**config.mk**
```make
export PLATFORM = sky130hd
export DESIGN_NAME = single_clock_fifo
export DESIGN_NICKNAME = d
export VERILOG_FILES = /design/src/rtl/single_clock_fifo_pkg.sv /design/src/rtl/single_clock_fifo_ptr_ctrl.sv /design/src/rtl/single_clock_fifo.sv
export SDC_FILE = /design/constraint.sdc
export NUM_CORES = 1
export LEC_CHECK = 0
export ABC_CLOCK_PERIOD_IN_PS = 2900
export CAP_MARGIN = 5
export CELL_PAD_IN_SITES_DETAIL_PLACEMENT = 1
export CELL_PAD_IN_SITES_GLOBAL_PLACEMENT = 1
export CORE_ASPECT_RATIO = 1.25
export CORE_UTILIZATION = 45
export CTS_CLUSTER_SIZE = 10
export DETAILED_ROUTE_END_ITERATION = 16
export HOLD_SLACK_MARGIN = 0.12
export PLACE_DENSITY = 0.75
export SYNTH_ARGS = -nofsm -noshare
export SYNTH_HDL_FRONTEND = slang
export SYNTH_SLANG_ARGS = --single-unit
```
**constraint.sdc**
```tcl
create_clock -name clk -period 2.9 [get_ports clk]
set_input_delay 0.58 -clock clk [delete_from_list [all_inputs] [get_ports clk]]
set_output_delay 0.58 -clock clk [all_outputs]
set_load 0.01 [all_outputs]
```
**src/rtl/single_clock_fifo_pkg.sv**
```systemverilog
// Shared sizing constants for the single-clock FIFO and its pointer controllers.
package single_clock_fifo_pkg;

  localparam int unsigned DEF_DATA_WIDTH = 8;
  localparam int unsigned DEF_ADDR_WIDTH = 4;

  function automatic int unsigned fifo_depth(input int unsigned addr_width);
    return 32'd1 << addr_width;
  endfunction

  localparam int unsigned FIFO_DEPTH = fifo_depth(DEF_ADDR_WIDTH);

endpackage

```
**src/rtl/single_clock_fifo_ptr_ctrl.sv**
```systemverilog
// Binary FIFO pointer with a wrap bit: advances on enable unless the blocking flag is set.
module fifo_ptr_ctrl
  import single_clock_fifo_pkg::*;
#(
  parameter int unsigned ADDR_WIDTH = DEF_ADDR_WIDTH
) (
  input  logic              i_clk,
  input  logic              i_rst,
  input  logic              i_en,
  input  logic              i_block,
  output logic [ADDR_WIDTH:0] o_ptr
);

  logic [ADDR_WIDTH:0] r_ptr;

  always_ff @(posedge i_clk) begin
    if (i_rst) begin
      r_ptr <= '0;
    end else if (i_en && !i_block) begin
      r_ptr <= r_ptr + 1'b1;
    end
  end

  assign o_ptr = r_ptr;

endmodule

```
**src/rtl/single_clock_fifo.sv**
```systemverilog
// 16 x 8-bit single-clock FIFO with registered read data and full/empty flags.
module single_clock_fifo
  import single_clock_fifo_pkg::*;
#(
  parameter int unsigned DATA_WIDTH = DEF_DATA_WIDTH,
  parameter int unsigned ADDR_WIDTH = DEF_ADDR_WIDTH
) (
  input  logic                  clk,
  input  logic                  rst,
  input  logic                  w_en,
  input  logic                  r_en,
  input  logic [DATA_WIDTH-1:0] data_in,
  output logic [DATA_WIDTH-1:0] data_out,
  output logic                  full,
  output logic                  empty
);

  localparam int unsigned Depth = fifo_depth(ADDR_WIDTH);

  logic [ADDR_WIDTH:0]   w_wptr;
  logic [ADDR_WIDTH:0]   w_rptr;
  logic                  w_wr_fire;
  logic                  w_rd_fire;
  logic [DATA_WIDTH-1:0] r_mem [Depth];
  logic [DATA_WIDTH-1:0] r_data_out;

  // Flags come from registered pointers, so both sides see pre-edge status.
  assign empty     = (w_wptr == w_rptr);
  assign full      = (w_wptr[ADDR_WIDTH] != w_rptr[ADDR_WIDTH]) &&
                     (w_wptr[ADDR_WIDTH-1:0] == w_rptr[ADDR_WIDTH-1:0]);
  assign w_wr_fire = w_en && !full && !rst;
  assign w_rd_fire = r_en && !empty;

  fifo_ptr_ctrl #(
    .ADDR_WIDTH (ADDR_WIDTH)
  ) u_wr_ptr (
    .i_clk   (clk),
    .i_rst   (rst),
    .i_en    (w_en),
    .i_block (full),
    .o_ptr   (w_wptr)
  );

  fifo_ptr_ctrl #(
    .ADDR_WIDTH (ADDR_WIDTH)
  ) u_rd_ptr (
    .i_clk   (clk),
    .i_rst   (rst),
    .i_en    (r_en),
    .i_block (empty),
    .o_ptr   (w_rptr)
  );

  // Storage is deliberately left uncleared by reset.
  always_ff @(posedge clk) begin
    if (w_wr_fire) begin
      r_mem[w_wptr[ADDR_WIDTH-1:0]] <= data_in;
    end
  end

  always_ff @(posedge clk) begin
    if (rst) begin
      r_data_out <= '0;
    end else if (w_rd_fire) begin
      r_data_out <= r_mem[w_rptr[ADDR_WIDTH-1:0]];
    end
  end

  assign data_out = r_data_out;

endmodule

```
==> results of run 1 <==
## final cells by class
cell class	instances	area, µm²
Clock buffer	24	492
Timing Repair Buffer	44	395
Multi-Input combinational cell	169	1600
Tap cell	168	210
Inverter	3	11.3
Fill cell	1197	5740
Clock inverter	8	125
Sequential cell	146	4210
## through the flow
| step | std cells | utilization (%) |
|---|---|---|
| 4_1_cts | 562 | 55.1 |
| 2_1_floorplan | 341 | - |
| 6_report | 562 | 55.1 |
| 3_3_place_gp | 530 | 50.2 |
| 3_5_place_dp | 530 | 50.2 |
| 5_1_grt | 562 | 55.1 |
## critical path, delay by kind of cell (launching register included)
family	cells	cell delay, ns
and+or+nand+nor	2	0.38
buffers and inverters	1	0.54
DFF	1	0.49
xor gates and xnor gates	1	0.17
## sequential cells by signal, summed over array words and instances, names as in the netlist
signal and flops:
data_out 8, r_mem 128, u_rd_ptr.o_ptr 5, u_wr_ptr.o_ptr 5
## worst paths after layout
| kind | cells past startpoint | end | slack [ns] | from |
|---|---|---|---|---|
| max | 4 | full | 0.32 | u_wr_ptr.o_ptr[2] |
| min reg2reg | 2 | data_out[6] | 0.50 | data_out[6] |
| max reg2reg | 6 | data_out[4] | 0.77 | u_rd_ptr.o_ptr[1] |
| min | 2 | data_out[6] | 0.50 | data_out[6] |
## where the power goes
part | switching (mW) | internal [mW]
Clock | 0.812 | 1.44
Sequential | 0.0272 | 2.33
Combinational | 0.321 | 0.235
## per-layer routing
metal | vias up | GRT usage, % | wire [µm]
met4 | 0 | 7.98 | 221
met2 | 75 | 36.3 | 6910
li1 | 1433 | - | -
met1 | 1617 | 25.3 | 5380
met5 | - | 0 | 0
met3 | 16 | 4.60 | 531
## logic make-up (layout without fill, tap and decap cells)
group           Yosys count  count (layout)  share of synthesized area [%]
simple gates             77              77                           7.04
flops                   146             146                           71.1
buf+inv                  26              79                           2.39
compound gates           35              35                           4.46
xor+xnor                 11              11                           1.63
mux                      41              41                           12.4
fa+ha+maj                 5               5                           1.06
## Yosys cell counts, types with 2 or more instances
master and n:
xor2_1 3, nor4b_1 4, xnor2_1 8, ha_1 5, edfxtp_1 128, a211oi_1 11
a211oi_2 5, dfxtp_1 18, mux2_2 16, buf_6 3, mux4_2 24, inv_1 3
nor2_1 16, buf_4 2, nor2b_1 10, nor4_1 8, nand2b_1 5, buf_2 10
nand3_1 3, clkbuf_1 7, nand2_1 6, nor3_1 20, o211ai_1 3, or4_1 2
o21ai_0 3, o22ai_1 8, a21oi_1 2
==> impl_metrics.csv, run 1 <==
group,metric,value,unit
detailed_routing,vias_per_cell,5.59,
floorplan,die_area,0.0136,mm²
yosys,synth-seq-cells,146,
grt,grt_pass1_wl,20200,µm
detailed_routing,vias,3141,
yosys,syn-instance-count,341,
timing,min_period,2.58,ns
yosys,synthesis.area,0.00592,mm²
cts,cts.sinks,146,
cts,clock_path_buffers,2,
cts,clk_latency,0.42,ns
worst_setup_path,worstPathArrival,2.00,ns
run,drv_cap,0,
detailed_routing,drt_iter0_drc,191,
detailed_routing,wl_per_cell,23.2,µm
cts,cts_buffers,17,
placement,dp_hpwl,8070,µm
cells_and_area,mostFrequentLayoutCells,"128 x edfxtp_1, 24 x mux4_2, 22 x buf_4",
timing,holdWs,0.499,ns
grt,grt_max_degree,40,
worst_setup_path,cp_cell_sequence,"xnor2_1, nand4_2, nor2_1, clkdlybuf4s50_1",
timing,setup_slack,0.317,ns
yosys,ys.flop_type,"edfxtp_1",
cts,ctsResizeCount,0,
pwr,p_leak,2.22,nW
worst_setup_path,cpMaxStageDelayCell,"clkdlybuf4s50_1",
worst_setup_path,required,2.32,ns
yosys,yosys.area.top_type,"edfxtp_1",
timing,slew_viol_final,0,
pwr,p_per_area,735,mW/mm²
timing,min_period_over_period,89.1,%
yosys,yosysSeqAreaShare,71.1,%
yosys,netlist_top_cells_area,"edfxtp_1 65%, mux4_2 9.1%, dfxtp_1 6.1%",
floorplan,coreArea,0.0128,mm²
timing,setup_violations,0,
placement,post-place-ws,0.580,ns
yosys,synth_top_area_share,65.0,%
detailed_routing,drcViolationCount,0,
run_status,status,"finished clean",
yosys,synthArstFlopShare,0,%
timing,grt_setup_unrepaired,"no",
cts,cts_tree,"done",
yosys,yosys_warnings,0,
placement,portBuffers,21,
grt,grt-ovfl-total,0,
cts,path_clk_slew,0.06,ns
timing,finalSetupTns,0,ns
timing,hold_viol,0,
pwr,vdd_drop_max,470,µV
timing,slew_headroom,52.0,%
floorplan,die_w,105,µm
worst_setup_path,cpPeakStageDelay,0.54,ns
cells_and_area,syn2layout_area_growth,19.0,%
grt,grt_antenna_before_repair,0,
grt,grt_pass1_vias,3379,
cts,root_buffer,"clkbuf_16",
yosys,syn-num-nets,358,
cells_and_area,drive_above_1_share,27.2,%
cells_and_area,layout_commonest_cell,"edfxtp_1",
floorplan,dieHeight,130,µm
placement,placed_cell_area,0.00642,mm²
timing,max_freq,0.387,GHz
worst_setup_path,crit_type,"reg2out",
detailed_routing,wl,13000,µm
placement,gp_congestion,0.727,
cts,postCtsSetupRepairBufs,0,
worst_setup_path,crit_path_end_kind,"primary output",
yosys,synth_edf_count,128,
cells_and_area,final_nets,398,
pwr,total_power,5.17,mW
yosys,avgSynthCellArea,17.3,µm²
grt,grt_use_total,20.8,%
cells_and_area,antennaDiodeCount,0,
cells_and_area,stdcell_area,0.00704,mm²
worst_setup_path,setup.worst_path.start_class,"register",
yosys,synth_cell_types,35,
floorplan,start_util,46.3,%
timing,fin_skew,0.0222,ns
worst_setup_path,critPathMaxFanout,13,
cts,htreeDepth,4,
timing,tightest_slew,0.720,ns
floorplan,row_count,46,
hold_path,min_path_type,"reg2reg",
detailed_routing,firstDrtPassIters,4,
detailed_routing,drtAntennaViolNets,0,
cts,cts_hold_buf,0,
floorplan,io_pins,22,
(Power assumes the default switching activity.)
==> run 2, diff against run 1 <==
--- a/config.mk
+++ b/config.mk
@@ -11,10 +11,10 @@
 export CELL_PAD_IN_SITES_GLOBAL_PLACEMENT = 1
 export CORE_ASPECT_RATIO = 1.25
 export CORE_UTILIZATION = 45
-export CTS_CLUSTER_SIZE = 10
 export DETAILED_ROUTE_END_ITERATION = 16
 export HOLD_SLACK_MARGIN = 0.12
 export PLACE_DENSITY = 0.75
+export SKIP_LAST_GASP = 1
 export SYNTH_ARGS = -nofsm -noshare
 export SYNTH_HDL_FRONTEND = slang
 export SYNTH_SLANG_ARGS = --single-unit
==> results of run 2 <==
The final DEF is identical to that of run 1; final timing and power are the same.
==> run 3, diff against run 2 <==
--- a/config.mk
+++ b/config.mk
@@ -5,14 +5,13 @@
 export SDC_FILE = /design/constraint.sdc
 export NUM_CORES = 1
 export LEC_CHECK = 0
-export ABC_CLOCK_PERIOD_IN_PS = 2900
 export CAP_MARGIN = 5
 export CELL_PAD_IN_SITES_DETAIL_PLACEMENT = 1
 export CELL_PAD_IN_SITES_GLOBAL_PLACEMENT = 1
 export CORE_ASPECT_RATIO = 1.25
 export CORE_UTILIZATION = 45
 export DETAILED_ROUTE_END_ITERATION = 16
-export HOLD_SLACK_MARGIN = 0.12
+export HOLD_SLACK_MARGIN = 0.1
 export PLACE_DENSITY = 0.75
 export SKIP_LAST_GASP = 1
 export SYNTH_ARGS = -nofsm -noshare
==> results of run 3 <==
The final DEF is identical to that of run 1; final timing and power are the same.
